==> config.mk <==
export PLATFORM = sky130hd
export DESIGN_NAME = seven_seg_mux
export DESIGN_NICKNAME = d
export VERILOG_FILES = /design/src/rtl/seven_seg_pkg.sv /design/src/rtl/seven_seg_decode.sv /design/src/rtl/seven_seg_mux.sv
export SDC_FILE = /design/constraint.sdc
export NUM_CORES = 1
export LEC_CHECK = 0
export ABC_CLOCK_PERIOD_IN_PS = 3700
export CORE_AREA = 2 2 106 108
export CTS_BUF_LIST = sky130_fd_sc_hd__clkbuf_4
export DETAILED_ROUTE_END_ITERATION = 8
export DIE_AREA = 0 0 108 110
export GPL_TIMING_DRIVEN = 0
export PLACE_DENSITY = 0.61
export SLEW_MARGIN = 10
export SYNTH_ARGS = -nofsm -noshare
export SYNTH_HDL_FRONTEND = slang
export SYNTH_SLANG_ARGS = --single-unit
==> constraint.sdc <==
create_clock -name clk -period 3.7 [get_ports clk]
set_input_delay 0.555 -clock clk [delete_from_list [all_inputs] [get_ports clk]]
set_output_delay 0.555 -clock clk [all_outputs]
set_load 0.02 [all_outputs]
==> src/rtl/seven_seg_pkg.sv <==
// Shared definitions for the seven-segment display driver.
//   SEG_W   : segment bus width (g..a)
//   SEG_OFF : active-high "all segments dark" pattern
//   FONT    : active-high hex font, index = nibble value, bit 6 = g ... bit 0 = a
package seven_seg_pkg;

  localparam int SEG_W = 7;

  localparam logic [SEG_W-1:0] SEG_OFF = '0;

  localparam logic [SEG_W-1:0] FONT [16] = '{
    7'h3F, 7'h06, 7'h5B, 7'h4F,
    7'h66, 7'h6D, 7'h7D, 7'h07,
    7'h7F, 7'h6F, 7'h77, 7'h7C,
    7'h39, 7'h5E, 7'h79, 7'h71
  };

endpackage

==> src/rtl/seven_seg_decode.sv <==
// Combinational hex nibble to seven-segment pattern (active-high, g..a).
//   nibble : hex digit value 0..F
//   seg    : segment pattern, bit 6 = g ... bit 0 = a
module seven_seg_decode
  import seven_seg_pkg::*;
(
  input  logic [3:0]       nibble,
  output logic [SEG_W-1:0] seg
);

  assign seg = FONT[nibble];

endmodule

==> src/rtl/seven_seg_mux.sv <==
// Time-multiplexed N-digit hex seven-segment display driver.
// A free-running prescaler divides clk into digit slots of 2**DIV_W cycles.
// New display content is staged on load and only copied into the shadow
// registers at the end of a full frame, so a frame never mixes old and new
// digits. The display path adds per-digit blanking, decimal points,
// leading-zero suppression and PWM brightness; polarity is applied at the
// output registers.
//   clk        : system clock
//   reset      : asynchronous active-low reset
//   data       : hex nibbles, digit i = data[4i+3:4i], digit 0 rightmost
//   dp_in      : decimal point request per digit (1 = lit)
//   blank      : force digit dark (1 = blank)
//   load       : capture data/dp_in/blank into staging
//   lz_en      : leading-zero suppression enable (live)
//   brightness : PWM duty level, all ones = full on, 0 = dark
//   pending    : staged content waiting for the frame boundary
//   g_to_a     : segment pins g..a
//   dp         : decimal point pin
//   an         : digit enable pins
module seven_seg_mux
  import seven_seg_pkg::*;
#(
  parameter int N_DIGITS   = 4,
  parameter int DIV_W      = 16,
  parameter int BRIGHT_W   = 3,
  parameter bit ACTIVE_LOW = 1'b1
) (
  input  logic                  clk,
  input  logic                  reset,
  input  logic [4*N_DIGITS-1:0] data,
  input  logic [N_DIGITS-1:0]   dp_in,
  input  logic [N_DIGITS-1:0]   blank,
  input  logic                  load,
  input  logic                  lz_en,
  input  logic [BRIGHT_W-1:0]   brightness,
  output logic                  pending,
  output logic [SEG_W-1:0]      g_to_a,
  output logic                  dp,
  output logic [N_DIGITS-1:0]   an
);

  localparam int SW = (N_DIGITS > 1) ? $clog2(N_DIGITS) : 1;
  localparam logic [SW-1:0] LAST = SW'(N_DIGITS - 1);

  // XOR masks that turn an active-high value into the pin level.
  localparam logic [N_DIGITS-1:0] AN_POL  = {N_DIGITS{ACTIVE_LOW}};
  localparam logic [SEG_W-1:0]    SEG_POL = {SEG_W{ACTIVE_LOW}};

  logic [DIV_W-1:0] cnt;
  logic [SW-1:0]    s;
  logic             tick;
  logic             frame_end;

  logic [4*N_DIGITS-1:0] stg_data, shd_data;
  logic [N_DIGITS-1:0]   stg_dp, shd_dp;
  logic [N_DIGITS-1:0]   stg_blank, shd_blank;

  logic [N_DIGITS-1:0] supp;
  logic [N_DIGITS-1:0] sel;
  logic                zero_run;
  logic [3:0]          cur_nib;
  logic                cur_dp;
  logic                cur_blank;
  logic                cur_supp;
  logic                pwm_off;
  logic                dark;
  logic [SEG_W-1:0]    font_seg;

  assign tick      = &cnt;
  assign frame_end = tick && (s == LAST);

  // Prescaler and digit index. The explicit wrap at LAST keeps a
  // non-power-of-two digit count from ever reaching an unused index.
  always_ff @(posedge clk or negedge reset) begin
    if (!reset) begin
      cnt <= '0;
      s   <= '0;
    end else begin
      cnt <= cnt + 1'b1;
      if (tick) begin
        s <= (s == LAST) ? '0 : s + 1'b1;
      end
    end
  end

  // Staging captures every load; the shadow only moves on a frame boundary.
  // On a load/frame_end collision the shadow takes the old staging value
  // and the freshly loaded one stays pending for the next frame.
  always_ff @(posedge clk or negedge reset) begin
    if (!reset) begin
      stg_data  <= '0;
      stg_dp    <= '0;
      stg_blank <= '0;
      shd_data  <= '0;
      shd_dp    <= '0;
      shd_blank <= '0;
      pending   <= 1'b0;
    end else begin
      if (frame_end && pending) begin
        shd_data  <= stg_data;
        shd_dp    <= stg_dp;
        shd_blank <= stg_blank;
      end
      if (load) begin
        stg_data  <= data;
        stg_dp    <= dp_in;
        stg_blank <= blank;
        pending   <= 1'b1;
      end else if (frame_end) begin
        pending   <= 1'b0;
      end
    end
  end

  // Digit i is suppressed when it and every digit to its left are zero;
  // digit 0 is always shown so an all-zero value still reads "0".
  always_comb begin
    supp     = '0;
    zero_run = 1'b1;
    for (int i = N_DIGITS - 1; i >= 0; i--) begin
      zero_run = zero_run && (shd_data[4*i +: 4] == 4'h0);
      supp[i]  = lz_en && zero_run && (i > 0);
    end
  end

  always_comb begin
    sel       = '0;
    cur_nib   = 4'h0;
    cur_dp    = 1'b0;
    cur_blank = 1'b0;
    cur_supp  = 1'b0;
    for (int i = 0; i < N_DIGITS; i++) begin
      if (s == SW'(i)) begin
        sel[i]    = 1'b1;
        cur_nib   = shd_data[4*i +: 4];
        cur_dp    = shd_dp[i];
        cur_blank = shd_blank[i];
        cur_supp  = supp[i];
      end
    end
  end

  // PWM compares the top prescaler bits against the duty level, so each
  // slot is lit for the first brightness/2**BRIGHT_W of its length.
  assign pwm_off = (brightness != '1) && (cnt[DIV_W-1 -: BRIGHT_W] >= brightness);
  assign dark    = cur_blank || cur_supp || pwm_off;

  seven_seg_decode u_decode (
    .nibble (cur_nib),
    .seg    (font_seg)
  );

  always_ff @(posedge clk or negedge reset) begin
    if (!reset) begin
      an     <= AN_POL;
      g_to_a <= SEG_POL;
      dp     <= ACTIVE_LOW;
    end else begin
      an     <= (dark ? '0 : sel) ^ AN_POL;
      g_to_a <= (dark ? SEG_OFF : font_seg) ^ SEG_POL;
      dp     <= (dark ? 1'b0 : cur_dp) ^ ACTIVE_LOW;
    end
  end

endmodule

==> metrics.txt <==
Leak=1.962 nW; R2R Path Start=s[0]; CP required=4.07 ns; Adder-Cell Fraction of Synth Area=0.04727; NetSw=336.2 uW; drt total wl=6772 um; Int Power=1.235 mW; Tcrit/Tclk final=0.7992; max_slew headroom=0.5806; Period minus WS final=2.957 ns; # DRC=0; RSZ-0062 raised after global routing=no; Die W=108 um; Final nets=375; dpl hpwl=4994 um; YS warnings=0; DP Cell Count=459; Peak VDD IR=0.1438 mV; flops & latches, synth=79; antenna cells=0; Critical Path AT=3.32 ns; antenna viol nets, final=0; skew final=0.01936 ns; CTS Sinks=79; clock root buffer master=clkbuf_4; Clk pwr share=0.351; commonest non-fill, non-tap cell in the layout=dfrtp_1; Sw Ratio=0.2140; Post-Synth XOR/XNOR Area=0.03309; endpoints failing setup=0; Layout fillers=1004; Finished Core Util=0.4184; Synth async-reset ratio=1.000; synth-to-layout area growth=20.76%; PortBufs=42; Remaining Overflow, GRT=0; count of flip-flops with a built-in enable after synthesis=0; Cells after Synth=276; CP startpoint=s[0]; clk slew on worst S/H paths=0.12 ns; Post-Synth Simple-Gate Area=0.09723; CTS max path bufs=2; Synthesized Nets=321; sequential share of the synthesized area=0.5375; CTS buffer count=9; worst-path fanout max=10; crit start category=register; cts repair resizes=0; via count=2272; first-pass GRT wire length=11390 um; Combinational Power Share=0.069; WS Path Type=register to register; GP Congestion=0.7481; pin count of the biggest net entering global routing=57; Total GRT Usage=0.1245; die height=110 um; post-CTS setup buffers=0; worst-skew pair later-pin latency=0.42 ns; vias in the first global route=2370; Sequential Power Share=0.580; CTS tree=yes; initial core utilization=0.3464; multiplexer share of the synthesized area=0.1826; run status=complete, no violations; fmax=338.2 MHz; 1st-pass router iterations=4; Final Hold Fails=0; pwr/cell area=351.0 mW/mm2; main combinational cell family by area after synthesis=multiplexers; Worst Tran Pin Value=0.6291 ns; row count=38; iteration-0 DRC count of the detailed router=135; vias per cell=4.793; wire per inst=14.29 um; Slew Viols, Final=0; top_reg_cell synth=dfrtp_1; initial antenna violation count=0; Cell Area, Synth=0.003706 mm2; H-tree depth=3; Compound-Gate Fraction of Synth Area=0.06381; most frequent cells in the layout=dfrtp_1, clkdlybuf4s50_1, mux2_2, nand2_1, mux2_4; Worst Setup End Kind=register; cts hold-fix bufs=0; Mean Syn Cell Area=13.43 um2; worst min path class=input pin to async pin; core box area=0.01070 mm2; Final Non-Filler Cells=474; Unique masters post-synth=47; max_cap viols=0; DIE AREA=0.01188 mm2; IO Count=44; fraction of layout cells with a size suffix above 1=0.2754
## layer usage
metal / wire length (um) / track usage / part of all wire / up-vias
li1: - / - / - / 1088
met1: 3074 / 0.1610 / 0.45 / 1127
met2: 3267 / 0.1981 / 0.48 / 45
met3: 312 / 0.03704 / 0.046 / 12
met4: 118 / 0.04670 / 0.017 / 0
met5: 0 / 0 / 0 / -
## critical path: stages, from the launching register on
cell and delay, ns:
dfrtp_1 0.43, inv_1 0.11, ha_1 0.24, clkbuf_1 0.43, a211oi_1 0.11, a221oi_1 0.59
inv_1 0.22, ha_1 0.36, mux2i_1 0.07, mux2_2 0.27, nand2_1 0.06
## cells by family after synthesis
family / Yosys count
flip-flops: 79
AND/OR/NAND/NOR: 58
multiplexers: 54
AO/OA/AOI/OAI: 31
buffers and inverters: 26
XOR/XNOR: 14
adder cells (fa/ha/maj): 14
## worst paths after layout
check / slack, ns / endpoint / cells past startpoint
max: 0.74 / g_to_a[3] / 10
min: 0.03 / shd_data[12] / 1
max reg2reg: 0.74 / g_to_a[3] / 10
min reg2reg: 0.48 / cnt[4] / 1
max in group asynchronous: 3.07 / an[1] / 2
min in group clk: 0.48 / cnt[4] / 1
## cell type report
class                   count  area [um2]  share of cell area
repair buffers             43       445.4             0.09952
clock buffers              10       75.07             0.01677
inverters                  14       52.55             0.01174
plain buffers              12       90.09             0.02013
multi-input cells         171        1572              0.3511
well taps                 140       175.2             0.03914
flip-flops and latches     79        1992              0.4451
clock inverters             5       73.82             0.01649
## sequential cells by signal, indices dropped and copies added, names as in the netlist
signal,flops
cnt,16
shd_data,16
stg_data,16
g_to_a,7
an,4
shd_blank,4
shd_dp,4
stg_blank,4
stg_dp,4
s,2
dp,1
pending,1
## cell usage after synthesis (2+ instances only)
| cell type | n | share of area |
|---|---|---|
| a211oi_1 | 6 | 0.012 |
| a21oi_1 | 3 | 0.0041 |
| a221oi_1 | 2 | 0.0047 |
| a22oi_1 | 2 | 0.0041 |
| and3_1 | 2 | 0.0034 |
| buf_1 | 3 | 0.0030 |
| buf_12 | 2 | 0.011 |
| buf_2 | 4 | 0.0054 |
| clkbuf_1 | 2 | 0.0020 |
| dfrtp_1 | 67 | 0.45 |
| dfstp_2 | 12 | 0.085 |
| ha_1 | 14 | 0.047 |
| inv_1 | 14 | 0.014 |
| mux2_2 | 29 | 0.088 |
| mux2_4 | 20 | 0.081 |
| mux2i_1 | 5 | 0.014 |
| nand2_1 | 20 | 0.020 |
| nand2b_1 | 3 | 0.0051 |
| nand3_1 | 3 | 0.0041 |
| nand3b_1 | 3 | 0.0061 |
| nand4_1 | 3 | 0.0051 |
| nand4_4 | 2 | 0.011 |
| nor2_1 | 6 | 0.0061 |
| nor2b_1 | 4 | 0.0068 |
| nor3b_1 | 3 | 0.0061 |
| nor4_1 | 3 | 0.0051 |
| o21ai_0 | 3 | 0.0041 |
| o221ai_1 | 5 | 0.012 |
| xnor2_1 | 11 | 0.026 |
| xor2_1 | 3 | 0.0071 |
## stage by stage
stage | area, um2 | hold slack (ns) | setup TNS [ns] | setup WS, ns | power [mW]
5_1_grt | 4476 | 0.01468 | 0 | 0.4667 | 1.647
2_1_floorplan | 3706 | 0.2594 | 0 | 1.265 | 0.9682
4_1_cts | 4476 | 0.001974 | 0 | 0.7098 | 1.599
3_5_place_dp | 4327 | 0.4651 | 0 | 0.7537 | 1.041
3_3_place_gp | 4302 | 0.4592 | -44.22 | -0.6634 | 1.035
6_report | 4476 | 0.03113 | 0 | 0.7430 | 1.571
## power groups by stage
stage | clock, mW | sequential, mW | combinational (mW)
finish | 0.551 | 0.911 | 0.109
global route | 0.611 | 0.916 | 0.120
CTS | 0.574 | 0.912 | 0.112
detailed placement | 0 | 0.929 | 0.112
global placement | 0 | 0.929 | 0.107
floorplan | 0 | 0.929 | 0.0395
Power figures use the tool's default switching activity.
